--- config.mk ---
export PLATFORM = sky130hd
export DESIGN_NAME = mem_arbiter
export DESIGN_NICKNAME = d
export VERILOG_FILES = /design/src/rtl/riscv_pkg.sv /design/src/rtl/mem_arb_timeout.sv /design/src/rtl/mem_arbiter.sv
export SDC_FILE = /design/constraint.sdc
export NUM_CORES = 1
export LEC_CHECK = 0
export BUFFER_PORTS_ARGS = -buffer_cell sky130_fd_sc_hd__buf_2
export CORE_AREA = 3 3 108 110
export CTS_CLUSTER_SIZE = 40
export DETAILED_ROUTE_END_ITERATION = 8
export DIE_AREA = 0 0 111 113
export GPL_TIMING_DRIVEN = 0
export PLACE_DENSITY = 0.6
export SYNTH_ARGS = -nofsm -noshare
export SYNTH_HDL_FRONTEND = slang
export SYNTH_SLANG_ARGS = --single-unit
export TNS_END_PERCENT = 100
--- constraint.sdc ---
create_clock -name clk_i -period 2.1 [get_ports clk_i]
set_input_delay 0.525 -clock clk_i [delete_from_list [all_inputs] [get_ports clk_i]]
set_output_delay 0.525 -clock clk_i [all_outputs]
set_load 0.01 [all_outputs]
--- src/rtl/riscv_pkg.sv ---
// Shared types for the memory bus arbiter: FSM state, transaction owner
// and the width of the response watchdog counter.
package riscv_pkg;

    localparam int ARB_TMO_W = 8;

    typedef enum logic [1:0] {
        ARB_IDLE = 2'd0,
        ARB_HOLD = 2'd1,
        ARB_RESP = 2'd2
    } arb_state_e;

    typedef enum logic {
        OWN_IFU = 1'b0,
        OWN_LSU = 1'b1
    } arb_owner_e;

endpackage

--- src/rtl/mem_arb_timeout.sv ---
// Response watchdog for the memory arbiter. Counts cycles spent waiting for
// mem_rvalid_i; expired_o marks the last cycle the arbiter will wait.
module mem_arb_timeout
    import riscv_pkg::*;
#(
    parameter int TIMEOUT_CYCLES = 16
) (
    input  logic clk_i,
    input  logic rst_ni,
    input  logic clr_i,
    input  logic en_i,
    output logic expired_o
);

    logic [ARB_TMO_W-1:0] cnt_q;
    logic [ARB_TMO_W-1:0] cnt_d;

    // Clear wins over enable so a grant always restarts the wait window.
    always_comb begin
        cnt_d = cnt_q;
        if (clr_i) begin
            cnt_d = '0;
        end else if (en_i) begin
            cnt_d = cnt_q + 1'b1;
        end
    end

    // Counter register.
    always_ff @(posedge clk_i or negedge rst_ni) begin
        if (!rst_ni) begin
            cnt_q <= '0;
        end else begin
            cnt_q <= cnt_d;
        end
    end

    assign expired_o = (cnt_q == ARB_TMO_W'(TIMEOUT_CYCLES - 1));

endmodule

--- src/rtl/mem_arbiter.sv ---
// Arbitrates one single-port memory bus between the IFU (requester 0) and
// the LSU (requester 1), one outstanding transaction at a time. The winner
// is locked until granted and its response is routed back to it; a watchdog
// forces an error response when memory never answers.
// Optional build macro: MEM_ARB_RR_EN selects round-robin arbitration
// instead of fixed LSU priority.
//
// state    | meaning
// ARB_IDLE | no transaction; arbitrate and present the winner to memory
// ARB_HOLD | winner locked, waiting for mem_gnt_i
// ARB_RESP | granted, waiting for mem_rvalid_i or watchdog expiry
module mem_arbiter
    import riscv_pkg::*;
#(
    parameter int XLEN           = 32,
    parameter int TIMEOUT_CYCLES = 16
) (
    input  logic              clk_i,
    input  logic              rst_ni,
    input  logic              ifu_req_i,
    input  logic [XLEN-1:0]   ifu_addr_i,
    output logic              ifu_gnt_o,
    output logic              ifu_rvalid_o,
    output logic [XLEN-1:0]   ifu_rdata_o,
    output logic              ifu_err_o,
    input  logic              lsu_req_i,
    input  logic              lsu_we_i,
    input  logic [XLEN-1:0]   lsu_addr_i,
    input  logic [XLEN-1:0]   lsu_wdata_i,
    input  logic [XLEN/8-1:0] lsu_wstrb_i,
    output logic              lsu_gnt_o,
    output logic              lsu_rvalid_o,
    output logic [XLEN-1:0]   lsu_rdata_o,
    output logic              lsu_err_o,
    output logic              mem_req_o,
    output logic              mem_we_o,
    output logic [XLEN-1:0]   mem_addr_o,
    output logic [XLEN-1:0]   mem_wdata_o,
    output logic [XLEN/8-1:0] mem_wstrb_o,
    input  logic              mem_gnt_i,
    input  logic              mem_rvalid_i,
    input  logic [XLEN-1:0]   mem_rdata_i,
    input  logic              mem_err_i
);

    arb_state_e state_q, state_d;
    arb_owner_e owner_q, owner_d;
    arb_owner_e winner;
    arb_owner_e sel_owner;
    logic       sel_req;
    logic       drive_bus;
    logic       grant;
    logic       resp_valid;
    logic       expired;

`ifdef MEM_ARB_RR_EN
    arb_owner_e last_owner_q, last_owner_d;
`endif

    // Pick the requester that would win if arbitration happened this cycle.
    always_comb begin
        winner = OWN_IFU;
`ifdef MEM_ARB_RR_EN
        if (lsu_req_i && ifu_req_i) begin
            winner = (last_owner_q == OWN_LSU) ? OWN_IFU : OWN_LSU;
        end else if (lsu_req_i) begin
            winner = OWN_LSU;
        end
`else
        if (lsu_req_i) begin
            winner = OWN_LSU;
        end
`endif
    end

    // Outside IDLE the locked owner is the only requester that can reach the bus.
    always_comb begin
        sel_owner  = (state_q == ARB_IDLE) ? winner : owner_q;
        sel_req    = (sel_owner == OWN_LSU) ? lsu_req_i : ifu_req_i;
        drive_bus  = (state_q != ARB_RESP) && sel_req;
        grant      = drive_bus && mem_gnt_i;
        resp_valid = (state_q == ARB_RESP) && (mem_rvalid_i || expired);
    end

    // Bus and requester outputs; everything is forced to 0 while in reset.
    always_comb begin
        mem_req_o    = 1'b0;
        mem_we_o     = 1'b0;
        mem_addr_o   = '0;
        mem_wdata_o  = '0;
        mem_wstrb_o  = '0;
        ifu_gnt_o    = 1'b0;
        ifu_rvalid_o = 1'b0;
        ifu_rdata_o  = '0;
        ifu_err_o    = 1'b0;
        lsu_gnt_o    = 1'b0;
        lsu_rvalid_o = 1'b0;
        lsu_rdata_o  = '0;
        lsu_err_o    = 1'b0;
        if (rst_ni) begin
            if (drive_bus) begin
                mem_req_o = 1'b1;
                if (sel_owner == OWN_LSU) begin
                    mem_we_o    = lsu_we_i;
                    mem_addr_o  = lsu_addr_i;
                    mem_wdata_o = lsu_wdata_i;
                    mem_wstrb_o = lsu_wstrb_i;
                end else begin
                    mem_addr_o = ifu_addr_i;
                end
            end
            if (grant) begin
                ifu_gnt_o = (sel_owner == OWN_IFU);
                lsu_gnt_o = (sel_owner == OWN_LSU);
            end
            // A real response takes precedence over a watchdog expiry in the same cycle.
            if (resp_valid) begin
                if (owner_q == OWN_LSU) begin
                    lsu_rvalid_o = 1'b1;
                    lsu_err_o    = mem_rvalid_i ? mem_err_i : 1'b1;
                    lsu_rdata_o  = mem_rvalid_i ? mem_rdata_i : '0;
                end else begin
                    ifu_rvalid_o = 1'b1;
                    ifu_err_o    = mem_rvalid_i ? mem_err_i : 1'b1;
                    ifu_rdata_o  = mem_rvalid_i ? mem_rdata_i : '0;
                end
            end
        end
    end

    // Next-state and owner lock.
    always_comb begin
        state_d = state_q;
        owner_d = owner_q;
        unique case (state_q)
            ARB_IDLE: begin
                if (drive_bus) begin
                    owner_d = winner;
                    state_d = mem_gnt_i ? ARB_RESP : ARB_HOLD;
                end
            end
            ARB_HOLD: begin
                if (grant) begin
                    state_d = ARB_RESP;
                end
            end
            ARB_RESP: begin
                if (resp_valid) begin
                    state_d = ARB_IDLE;
                end
            end
            default: state_d = ARB_IDLE;
        endcase
    end

`ifdef MEM_ARB_RR_EN
    // Remember who was granted last so simultaneous requests alternate.
    always_comb begin
        last_owner_d = grant ? sel_owner : last_owner_q;
    end

    // Round-robin history register.
    always_ff @(posedge clk_i or negedge rst_ni) begin
        if (!rst_ni) begin
            last_owner_q <= OWN_LSU;
        end else begin
            last_owner_q <= last_owner_d;
        end
    end
`endif

    // FSM and owner registers.
    always_ff @(posedge clk_i or negedge rst_ni) begin
        if (!rst_ni) begin
            state_q <= ARB_IDLE;
            owner_q <= OWN_IFU;
        end else begin
            state_q <= state_d;
            owner_q <= owner_d;
        end
    end

    mem_arb_timeout #(
        .TIMEOUT_CYCLES (TIMEOUT_CYCLES)
    ) u_timeout (
        .clk_i     (clk_i),
        .rst_ni    (rst_ni),
        .clr_i     (grant),
        .en_i      ((state_q == ARB_RESP) && !resp_valid),
        .expired_o (expired)
    );

`ifndef SYNTHESIS
    // The locked owner must keep requesting until it is granted.
    a_hold_req_stable: assert property (@(posedge clk_i) disable iff (!rst_ni)
        (state_q == ARB_HOLD) |-> sel_req);
`endif

endmodule

==> impl_metrics.toml <==
[placed_design]
io_buffers = 278
placed_cell_area_um2 = 3450
placed_cells = 716
dp_hpwl_um = 8130
gp_congestion = 0.864

[power_and_ir_drop]
power_frac_clock_pct = 11.2
comb_power_share_pct = 75.0
pwr_density_cell_nw_per_um2 = 414
switching_share_pct = 44.0
leakage_uw = 0.00264
ir_drop_mv = 0.333
seqPwrFrac_pct = 13.8
p_switching_uw = 883
internal_power_uw = 1120

[logic_synthesis]
yosys_most_used_dff = "dfrtp_1"
synthesis.nets = 439
synth_edf_count = 0
synth_area_per_cell_um2 = 6.31
ys_ff_latch = 11
synthCells = 298
ys_types = 35
async_flop_share_pct = 100
seq_area_frac_synth_pct = 14.6
netlist_area_um2 = 1880
yosysWarnings = 0

[routing]
wl_um = 11500
vias = 3188
drcViolationCount = 0
wl_met2_um = 5860
met3_length_um = 626
drt-met1-wl_um = 4890
wl_per_cell_um = 15.2
vias_per_cell = 4.21
drt_first_iter_violations = 112
top_layer = "met4"
antenna_left = 0
firstDrtPassIters = 4

[floorplan]
dieArea_um2 = 12500
row_count = 38
core-area_um2 = 10800
ioPinCount = 280
die_w_um = 111
die_h_um = 113
start_util_pct = 17.4

[worst_setup_path]
crit_top_cell = "buf_6"
cp-start-kind = "register"
cp_max_fo = 8
critPathMaxStageDelay_ns = 0.37
crit_arrival_ns = 1.80
end_kind = "primary output"
cpLargestDelayFamily = "buffers and inverters"
crit_buf_inv = 3
path_depth = 7
crit_slowest_cell = "dfrtp_1"
r2r_cells = 7
path_class = "register to primary output"
cp_cell_sequence = "buf_6 > mux2i_4 > a21oi_4 > nand3_4 > buf_6 > a21oi_1 > buf_2"
crit_required_ns = 1.57

[timing]
maxSlewHeadroom_pct = 72.6
max_freq_mhz = 430
min_period_ns = 2.32
fin_crit_sh_pct = 111
drv_slew = 0
tightest_slew_ns = 0.407
worst_slack_ns = -0.224
rsz0062_at_grt = "yes"
setup_viol = 133
finalClockSkew_ns = 0.000988
finalHoldViolations = 0

[cts]
cts_hold_buf = 0
numCtsBuffers = 3
cts_tree = "built"
clock_path_buffers = 2
clock-sinks = 11
clock_latency_ns = 0.24
cts_root_buf = "clkbuf_8"
path_clk_slew_ns = 0.05
ctsHtreeMaxLevel = 1

[global_routing]
antenna_found_initial = 0
grt_pass1_vias = 2792
grt_max_degree = 16
grt_overflow = 0
grt_pass1_wl_um = 14600
grtUsageTotal_pct = 13.9

[layout]
fillers = 1070
finalNonFillerCells = 757
syn_to_final_growth_pct = 158
antenna_cells = 0
drive_gt1_share_pct = 74.2
multi_input_area_um2 = 1890
final_cell_mix = "215 x buf_2, 77 x buf_6, 67 x nand2_1"
final_common_cell = "buf_2"
ff_latch_area_um2 = 278
fin_nets = 759
final_cell_area_um2 = 4840

[worst_hold_path]
hold_class = "primary input to asynchronous set/reset pin"

[outcome]
status = "finished with violations"
violations = "setup timing"

[flow_run]
cap_violations = 0
[metrics by stage]
| step | setup slack, ns | power (µW) | hold WS, ns | util [%] | setup TNS (ns) |
|---|---|---|---|---|---|
| after floorplan | 0.113 | 870 | 0.229 | - | 0 |
| after global placement | -0.419 | 1300 | 0.435 | 31.9 | -37.49 |
| after detailed placement | -0.415 | 1310 | 0.434 | 31.9 | -37.23 |
| after CTS | -0.197 | 1790 | 0.132 | 36.3 | -14.19 |
| after global routing | -0.350 | 2160 | 0.143 | 44.9 | -28.00 |
| final | -0.224 | 2010 | 0.143 | 44.9 | -16.87 |
[worst reg2reg max path, stage by stage, from the launching register on]
cell and delay (ns):
dfrtp_1 0.41, or4_4 0.58, buf_6 0.15, buf_4 0.12, buf_4 0.13, o21ai_2 0.20, mux2i_1 0.25, nor2_2 0.05
[layer usage]
metal  vias to the layer above  global-route usage (%)
met3                        14                    1.44
met4                         0                    1.72
li1                       1600                       -
met1                      1466                    20.2
met2                       108                    23.0
met5                         -                       0
[logic make-up after synthesis]
family          synth area share [%]
simple gates                    59.6
compound gates                  13.0
buf+inv                         6.66
flops                           14.6
xor+xnor                        2.33
mux                             3.06
fa+ha+maj                      0.666
[timing repair]
item | in CTS | in global routing
resized for setup | 70 | 179
pin swaps | 8 | 71
gates cloned | 4 | 7
setup endpoints to repair | 140 | 136
setup buffers | 17 | 10
[Yosys cell counts, drive strengths merged, types with 3 or more instances]
master | n | area (µm²)
inv | 3 | 11.3
buf | 11 | 75.1
clkbuf | 10 | 38.8
a21oi | 38 | 194
and2 | 101 | 632
nor3 | 5 | 30.0
dfrtp | 11 | 275
mux2i | 3 | 42.5
nor2 | 16 | 67.6
nand2 | 69 | 259
and3 | 4 | 25.0
nor4 | 3 | 18.8
nand3 | 4 | 20.0
xnor2 | 3 | 26.3
[power groups by stage]
stage / Combinational [µW] / Clock [µW] / Sequential [µW]
6_report: 1500 / 225 / 277
5_1_grt: 1630 / 238 / 283
4_1_cts: 1290 / 224 / 276
3_5_place_dp: 1030 / 0 / 278
3_3_place_gp: 1030 / 0 / 275
2_1_floorplan: 600 / 0 / 270
[path summary, 6_finish.rpt]
kind / startpoint / to / slack (ns)
max: owner_q / mem_addr_o[7] / -0.22
min: rst_ni / u_timeout.cnt_q[1] / 0.14
max reg2reg: u_timeout.cnt_q[4] / u_timeout.cnt_q[1] / 0.11
min reg2reg: u_timeout.cnt_q[1] / u_timeout.cnt_q[1] / 0.58
max in group asynchronous: rst_ni / state_q[1] / 1.74
min in group clk_i: ifu_req_i / owner_q / 0.53
[state kept, by name (all words and copies together), names as in the netlist]
name	flops
owner_q	1
state_q	2
u_timeout.cnt_q	8
[cell type report]
class	instances	area share (%)
well taps	140	3.62
repair buffers	315	45.3
clock buffers	4	0.930
flip-flops and latches	11	5.74
plain buffers	21	5.17
multi-input cells	263	39.0
inverters	3	0.233
Note: power is estimated with default switching activity, not from simulation.
